## config.mk

```make
export PLATFORM = sky130hd
export DESIGN_NAME = atb_trace_funnel
export DESIGN_NICKNAME = d
export VERILOG_FILES = /design/src/rtl/atb_trace_funnel_pkg.sv /design/src/rtl/atb_rr_arbiter.sv /design/src/rtl/atb_trace_funnel.sv
export SDC_FILE = /design/constraint.sdc
export NUM_CORES = 1
export LEC_CHECK = 0
export BUFFER_PORTS_ARGS = -buffer_cell sky130_fd_sc_hd__clkbuf_2
export CORE_UTILIZATION = 39
export DETAILED_ROUTE_END_ITERATION = 8
export PLACE_DENSITY_LB_ADDON = 0.15
export SLEW_MARGIN = 5
export SYNTH_ARGS = -nofsm -noshare
export SYNTH_HDL_FRONTEND = slang
export SYNTH_SLANG_ARGS = --single-unit
```

## constraint.sdc

```tcl
create_clock -name clk -period 2.45 [get_ports clk]
set_clock_uncertainty 0.2 [all_clocks]
set_input_delay 0.49 -clock clk [delete_from_list [all_inputs] [get_ports clk]]
set_output_delay 0.49 -clock clk [all_outputs]
set_load 0.05 [all_outputs]
```

## src/rtl/atb_trace_funnel_pkg.sv

```systemverilog
// Shared types for the ATB trace funnel and related trace arbiters.
// Beat records are sized for the widest supported sink (64-bit data).
package atb_trace_funnel_pkg;

  localparam int ATB_ID_W        = 7;
  localparam int ATB_DATA_MAX_W  = 64;
  localparam int ATB_BYTES_MAX_W = 3;

  typedef struct packed {
    logic [ATB_DATA_MAX_W-1:0]  data;
    logic [ATB_BYTES_MAX_W-1:0] bytes;
    logic [ATB_ID_W-1:0]        id;
  } atb_beat_t;

  typedef enum logic {
    IDLE,
    GRANT
  } funnel_state_e;

  typedef enum logic [1:0] {
    F_IDLE,
    F_REQ,
    F_DONE
  } flush_state_e;

endpackage

```

## src/rtl/atb_rr_arbiter.sv

```systemverilog
// Combinational round-robin pick: first set request at or after ptr, wrapping.
// Returns a one-hot grant (all zero when no request) and its index.
module atb_rr_arbiter #(
  parameter int NSRC  = 2,
  parameter int IDX_W = $clog2(NSRC)
) (
  input  logic [NSRC-1:0]  req,
  input  logic [IDX_W-1:0] ptr,
  output logic [NSRC-1:0]  gnt,
  output logic [IDX_W-1:0] gnt_idx
);

  logic found;
  int   j;

  always_comb begin
    gnt     = '0;
    gnt_idx = '0;
    found   = 1'b0;
    j       = 0;
    for (int off = 0; off < NSRC; off++) begin
      j = int'(ptr) + off;
      if (j >= NSRC) j = j - NSRC;
      if (!found && req[j]) begin
        found   = 1'b1;
        gnt[j]  = 1'b1;
        gnt_idx = IDX_W'(j);
      end
    end
  end

endmodule

```

## src/rtl/atb_trace_funnel.sv

```systemverilog
// Round-robin ATB funnel: NSRC trace sources into one registered sink slice,
// with bounded bursts per grant and flush fan-out/collection.
//
// state  | meaning
// IDLE   | no grant; arbitrate among valid, enabled sources (1-cycle bubble)
// GRANT  | grant_q owns the slice; up to HOLD_BEATS beats accepted
// F_IDLE | no flush in progress
// F_REQ  | flush fanned out to latched sources; waiting for acks and drain
// F_DONE | flush acknowledged; waiting for sink to drop AFVALID
module atb_trace_funnel
  import atb_trace_funnel_pkg::*;
#(
  parameter int NSRC       = 2,
  parameter int DATA_LEN   = 32,
  parameter int HOLD_BEATS = 4
) (
  input  logic                                clk,
  input  logic                                rst_n,
  input  logic [NSRC-1:0]                     enable_i,
  input  logic [NSRC-1:0]                     s_atvalid_i,
  input  logic [NSRC*DATA_LEN-1:0]            s_atdata_i,
  input  logic [NSRC*($clog2(DATA_LEN)-3)-1:0] s_atbytes_i,
  input  logic [NSRC*7-1:0]                   s_atid_i,
  output logic [NSRC-1:0]                     s_atready_o,
  output logic [NSRC-1:0]                     s_afvalid_o,
  input  logic [NSRC-1:0]                     s_afready_i,
  output logic                                m_atvalid_o,
  output logic [DATA_LEN-1:0]                 m_atdata_o,
  output logic [$clog2(DATA_LEN)-3-1:0]       m_atbytes_o,
  output logic [6:0]                          m_atid_o,
  input  logic                                m_atready_i,
  input  logic                                m_afvalid_i,
  output logic                                m_afready_o,
  output logic [$clog2(NSRC)-1:0]             grant_o,
  output logic                                busy_o
);

  localparam int IDX_W   = $clog2(NSRC);
  localparam int BYTES_W = $clog2(DATA_LEN) - 3;
  localparam int CNT_W   = $clog2(HOLD_BEATS + 1);

  typedef struct packed {
    logic [DATA_LEN-1:0] data;
    logic [BYTES_W-1:0]  bytes;
    logic [ATB_ID_W-1:0] id;
  } beat_t;

  funnel_state_e    state_q, state_d;
  flush_state_e     fstate_q, fstate_d;
  logic [IDX_W-1:0] grant_q, grant_d;
  logic [IDX_W-1:0] rr_q, rr_d;
  logic [IDX_W-1:0] arb_idx, next_ptr;
  logic [CNT_W-1:0] cnt_q, cnt_d, cnt_inc;
  logic [NSRC-1:0]  req, arb_gnt;
  logic [NSRC-1:0]  pend_q, pend_d;
  logic             arb_any;
  logic             can_load;
  logic             sel_vld, sel_en;
  logic             accept;
  logic             slice_vld_q;
  beat_t            sel_beat, slice_q;

  assign req = s_atvalid_i & enable_i;

  atb_rr_arbiter #(
    .NSRC  (NSRC),
    .IDX_W (IDX_W)
  ) u_arb (
    .req     (req),
    .ptr     (rr_q),
    .gnt     (arb_gnt),
    .gnt_idx (arb_idx)
  );

  assign arb_any = |arb_gnt;

  always_comb begin
    sel_vld  = 1'b0;
    sel_en   = 1'b0;
    sel_beat = '0;
    for (int i = 0; i < NSRC; i++) begin
      if (grant_q == IDX_W'(i)) begin
        sel_vld        = s_atvalid_i[i];
        sel_en         = enable_i[i];
        sel_beat.data  = s_atdata_i[i*DATA_LEN +: DATA_LEN];
        sel_beat.bytes = s_atbytes_i[i*BYTES_W +: BYTES_W];
        sel_beat.id    = s_atid_i[i*ATB_ID_W +: ATB_ID_W];
      end
    end
  end

  assign can_load = !slice_vld_q || m_atready_i;
  assign accept   = (state_q == GRANT) && sel_en && sel_vld && can_load;
  assign cnt_inc  = cnt_q + CNT_W'(1);
  assign next_ptr = (grant_q == IDX_W'(NSRC - 1)) ? '0 : grant_q + IDX_W'(1);

  always_comb begin
    s_atready_o = '0;
    for (int i = 0; i < NSRC; i++) begin
      s_atready_o[i] = (state_q == GRANT) && (grant_q == IDX_W'(i)) &&
                       enable_i[i] && can_load;
    end
  end

  // Arbiter FSM
  always_ff @(posedge clk or negedge rst_n) begin
    if (!rst_n) begin
      state_q <= IDLE;
      grant_q <= '0;
      rr_q    <= '0;
      cnt_q   <= '0;
    end else begin
      state_q <= state_d;
      grant_q <= grant_d;
      rr_q    <= rr_d;
      cnt_q   <= cnt_d;
    end
  end

  always_comb begin
    state_d = state_q;
    grant_d = grant_q;
    rr_d    = rr_q;
    cnt_d   = cnt_q;
    case (state_q)
      IDLE: begin
        if (arb_any) begin
          grant_d = arb_idx;
          cnt_d   = '0;
          state_d = GRANT;
        end
      end
      GRANT: begin
        // A dropped enable or valid ends the burst without taking a beat.
        if (!sel_en || !sel_vld) begin
          state_d = IDLE;
          rr_d    = next_ptr;
        end else if (can_load) begin
          cnt_d = cnt_inc;
          if (cnt_inc == CNT_W'(HOLD_BEATS)) begin
            state_d = IDLE;
            rr_d    = next_ptr;
          end
        end
      end
      default: state_d = IDLE;
    endcase
  end

  // Output slice
  always_ff @(posedge clk or negedge rst_n) begin
    if (!rst_n) begin
      slice_vld_q <= 1'b0;
      slice_q     <= '0;
    end else if (accept) begin
      slice_vld_q <= 1'b1;
      slice_q     <= sel_beat;
    end else if (m_atready_i) begin
      slice_vld_q <= 1'b0;
    end
  end

  // Flush FSM
  always_ff @(posedge clk or negedge rst_n) begin
    if (!rst_n) begin
      fstate_q <= F_IDLE;
      pend_q   <= '0;
    end else begin
      fstate_q <= fstate_d;
      pend_q   <= pend_d;
    end
  end

  always_comb begin
    fstate_d    = fstate_q;
    pend_d      = pend_q;
    m_afready_o = 1'b0;
    s_afvalid_o = '0;
    case (fstate_q)
      F_IDLE: begin
        if (m_afvalid_i) begin
          pend_d   = enable_i;
          fstate_d = F_REQ;
        end
      end
      F_REQ: begin
        s_afvalid_o = pend_q;
        pend_d      = pend_q & ~s_afready_i & enable_i;
        if ((pend_q == '0) && !slice_vld_q && (state_q == IDLE)) begin
          m_afready_o = 1'b1;
          fstate_d    = F_DONE;
        end
      end
      F_DONE: begin
        if (!m_afvalid_i) fstate_d = F_IDLE;
      end
      default: fstate_d = F_IDLE;
    endcase
  end

  assign m_atvalid_o = slice_vld_q;
  assign m_atdata_o  = slice_q.data;
  assign m_atbytes_o = slice_q.bytes;
  assign m_atid_o    = slice_q.id;
  assign grant_o     = grant_q;
  assign busy_o      = (state_q == GRANT) || slice_vld_q;

endmodule

```

* After elaboration in Yosys (flattened, before gate mapping)
Cells that the tools add are included. W data, S select, Z words.
Storage, ports and cells: flip-flop bits (word level) 52, output and inout bits 49, logic and storage cells 114
Operators by class: add/sub/neg operators 5, order comparisons 6, equality and inequality tests 9, muxes and demuxes 44, bitwise gates (word level) 7, reduce and logical (&&, ||, !) cells 33
Operator list (number):
- $ge A32 B1 Y1 const B | 2
- $lt A32 B3 Y1 const B | 2
- $mux W32 | 2
- $mux W41 | 1
- $ge A32 B3 Y1 const B | 1
- $sub A32 B3 Y32 const B | 1
- $mux W1 | 25
- $logic_and A1 B1 Y1 | 14
- $mux W2 | 7
- $ne A2 B2 Y1 const B | 5
- $mux W3 | 3
- $reduce_and A3 Y1 | 3
- $reduce_bool A2 Y1 | 4
- $and A2 B2 Y2 | 3
- $pmux W2 S3 | 1
- $pmux W3 S2 | 1
- $logic_not A1 Y1 | 4
- $logic_not A2 Y1 | 2
- $pmux W2 S2 | 1
- $reduce_and A2 Y1 | 2
- $add A3 B1 Y3 const B | 1
- $eq A3 B3 Y1 const B | 1
- $logic_or A1 B1 Y1 | 3
- $sub A1 B2 Y3 const B | 1
- other kinds (12) | 14

* Logic depth before layout (Yosys ltp)
word-level depth 12, gate-level depth with buffers 5, mapped depth without buffers 4

* Modules after synthesis
Synthesis repeated with hierarchy kept, for this count alone.
Unflattened totals: cells, all modules 203, area total of the unflattened synthesis 2705.1 um^2
Modules (own cells, without submodules):
- atb_trace_funnel | times used 1, cells an instance 199, area each 2675.1 um^2
- atb_rr_arbiter | times used 1, cells an instance 4, area each 30.0 um^2

* Least setup slack after synthesis
Ideal clock, no wire load.
path type reg-to-output, from register slice_vld_q (netlist: m_atvalid_o), to output port m_afready_o, data arrival time 1.668 ns, required time 1.760 ns, setup slack 0.092 ns, stages on the path, launching flop included 4, cell sequence dfrtp_1 > nor4_1 > nand2_1 > nor2_1
On the way: cells in the longest elaborated chain, start to end 5
RTL lines:
- start: declaration | line atb_trace_funnel.sv:60 | logic slice_vld_q;
- start signal: assignment | line atb_trace_funnel.sv:153 | slice_vld_q <= 1'b0;
- start signal: assignment | line atb_trace_funnel.sv:156 | slice_vld_q <= 1'b1;
- start signal: assignment | line atb_trace_funnel.sv:159 | slice_vld_q <= 1'b0;
- $logic_not A1 Y1 | line atb_trace_funnel.sv:189 | if ((pend_q == '0) && !slice_vld_q && (state_q == IDLE)) begin
- $logic_and A1 B1 Y1 (2 in series) | line atb_trace_funnel.sv:189
- $mux W1 | line atb_trace_funnel.sv:189
- $mux W1 | line atb_trace_funnel.sv:179 | case (fstate_q)
- end: declaration | line atb_trace_funnel.sv:33 | output logic m_afready_o,
No other way between the ends.

* Worst setup path after layout
from register pend_q[0], to output port m_afready_o
On the way: cells in the longest elaborated chain, start to end 5
RTL lines:
- start: declaration | line atb_trace_funnel.sv:55 | logic [NSRC-1:0] pend_q, pend_d;
- start signal: assignment | line atb_trace_funnel.sv:170 | pend_q <= pend_d;
- $logic_not A2 Y1 | line atb_trace_funnel.sv:189
- $logic_and A1 B1 Y1 (2 in series) | line atb_trace_funnel.sv:189
- $mux W1 | line atb_trace_funnel.sv:189
- $mux W1 | line atb_trace_funnel.sv:179
No other way between the ends.

==> flow_summary.toml <==
[outcome]
status = "finished with violations"
violations = "DRC"

[sta]
hold_slack_ns = 0.0878
slew_viol_final = 0
hold_viol = 0
setup_slack_ns = 0.242
fmax_mhz = 453
worst_pin_slew_ns = 0.633
period_minus_slack_ns = 2.21
rsz0062_at_grt = "no"
max_slew_margin_pct = 57.8
fin_tns_setup_ns = 0
post-route-period-util_pct = 90.1
final-setup-viol-count = 0

[grt]
grt_pass1_wl_microns = 9760
grt_overflow = 0
grt_util_all_layers_pct = 17.0
grt_pass1_vias = 2133
antenna_found_initial = 0
grt_max_degree = 53

[floorplan]
die_w_microns = 84.9
core_sq_um = 6490
num_rows = 29
fp.dieH_microns = 84.9
initial_core_util_pct = 41.3
io_pins = 141
fp.dieArea_sq_um = 7210

[route]
num_vias = 2101
met3_wirelength_microns = 355
detail-route-antenna-nets = 0
drt_pass1_iterations = 9
drc = 8
top_layer = "met4"
wl_per_cell_microns = 13.6
routedLengthMet1_microns = 2490
route.met2.wl_microns = 2840
drtIter0Drc = 57
detail_route.wirelength_microns = 5730
viasPerCell = 4.98

[setup_path]
start_kind = "flop"
cpMaxStageDelayCell = "dfrtp_1"
crit_required_ns = 1.76
crit_path_end_kind = "output port"
critPathBufInv = 1
cp_cell_sequence = "nor4_2, nand2_1, nor2_1, clkbuf_2"
cp_slowest_stage_delay_ns = 0.42
crit_type = "flop to output port"
cp.arrival_ns = 1.52
cp_top_family = "simple AND/OR/NAND/NOR gates"
crit_fanout = 4

[clocking]
clock-root-buffer = "clkbuf_8"
cts_buffers = 5
cts.sinks = 52
insertion_delay_ns = 0.30
cts_max_level = 2
cts_tree = "done"
clockBufferDepth = 2
cts.clk_slew.worst_paths_ns = 0.09
ctsHoldBuffers = 0

[layout]
nets = 438
final_area_sq_um = 3560
layout-drive-gt1-share_pct = 66.4
area_delta_synth_final_pct = 32.6
layout_common_cells = "140 x clkbuf_2, 72 x mux2_2, 51 x dfrtp_1"
layout_commonest_cell = "clkbuf_2"
diodes = 0

[placed_design]
place.gp.congestion = 0.826
port_buffers = 140
placed_area_sq_um = 3460
preCtsSetupSlack_ns = 0.332
dp_hpwl_microns = 4230

[power]
power_density_nw_per_um2 = 1320
peakVddDrop_v = 0.000592
p_leak_nw = 1.82

[yosys]
yosysWarnings = 0
ys_ff_latch = 52
synth_area_per_cell_sq_um = 13.1
synth_edf_count = 0
synthAdderAreaFrac_pct = 0.933
synthFlopType = "dfrtp_1"
muxShareOfSynthArea_pct = 35.6
syn_area_sq_um = 2680
synth-seq-area-share_pct = 48.5
syn_inst = 204
synthSimpleGateAreaFrac_pct = 6.53
post_synth_num_cell_types = 35
synth_compound_area_share_pct = 5.37
synth_xor_area_share_pct = 0.327
async_reset_ff_share_pct = 100
synth_top_family_by_area = "multiplexers"
syn_nets = 298

[min_path]
hold_path.class = "input pin to asynchronous set/reset pin"

[flow_run]
drv_cap = 0
[cell type report]
cell class,count,area [sq um]
Timing Repair Buffer,145,738
Multi-Input combinational cell,138,1320
Tap cell,77,96.3
Fill cell,585,2940
Inverter,2,7.51
Clock buffer,8,90.1
Sequential cell,52,1300
[metal layers]
metal | vias to the layer above | GRT usage [%]
met5 | - | 0
met4 | 0 | 4.62
met3 | 4 | 5.06
met2 | 80 | 29.9
met1 | 995 | 20.3
li1 | 1022 | -
[state kept, by name (all words and copies together) (netlist names)]
signal	count
cnt_q	3
fstate_q	2
grant_o	1
m_atbytes_o	2
m_atdata_o	32
m_atid_o	7
m_atvalid_o	1
pend_q	2
rr_q	1
state_q	1
[worst paths after layout]
kind	startpoint	end	slack (ns)	depth (start not counted)
min reg2reg	m_atdata_o[14]	m_atdata_o[14]	0.29	1
max in group asynchronous	rst_n	grant_o	1.51	2
max	pend_q[0]	m_afready_o	0.24	4
min in group clk	s_atvalid_i[1]	grant_o	0.28	3
max reg2reg	grant_o	m_atdata_o[8]	0.55	4
min	rst_n	m_atdata_o[12]	0.09	2
[worst reg2reg max path: stages, from the launching register on]
cell and delay [ns]:
dfrtp_2 0.45, and3_1 0.20, o211ai_4 0.19, buf_4 0.35, mux2_2 0.40
[synthesized netlist by cell type (all sizes together), types with 3 or more instances]
cell	instances	share of area (%)
and3b	3	0.98
o21ai	9	1.7
nand2	4	0.56
dfrtp	52	49
mux2i	3	1.1
nor2	4	0.56
clkbuf	5	0.70
mux2	82	34
nor2b	6	1.4
buf	7	1.8
[cell families (layout without fill, tap and decap cells)]
| group | Yosys count | count (layout) |
|---|---|---|
| mux | 85 | 85 |
| buf+inv | 14 | 155 |
| simple gates | 29 | 29 |
| fa+ha+maj | 2 | 2 |
| xor+xnor | 1 | 1 |
| flops | 52 | 52 |
| compound gates | 21 | 21 |
[what timing repair did]
action / in CTS / in global routing
resized for setup: 0 / 1
setup endpoints to repair: 0 / 1
buffers inserted: 0 / 0
[power by group]
group	internal [W]	leakage (nW)	switching [W]	total, W
clock network	0.000231	0.0455	0.000258	0.000488
logic	0.000828	1.14	0.00189	0.00272
registers	0.00126	0.630	0.000235	0.00149
total	0.00232	1.82	0.00238	0.00470
[stage by stage]
step	power [W]	util, %	std cells
after floorplan	0.00359	-	204
after global placement	0.00421	53.3	414
after detailed placement	0.00424	53.3	414
after CTS	0.00475	54.7	422
after global routing	0.00496	54.7	422
final	0.00470	54.7	422
(Power assumes the default switching activity.)
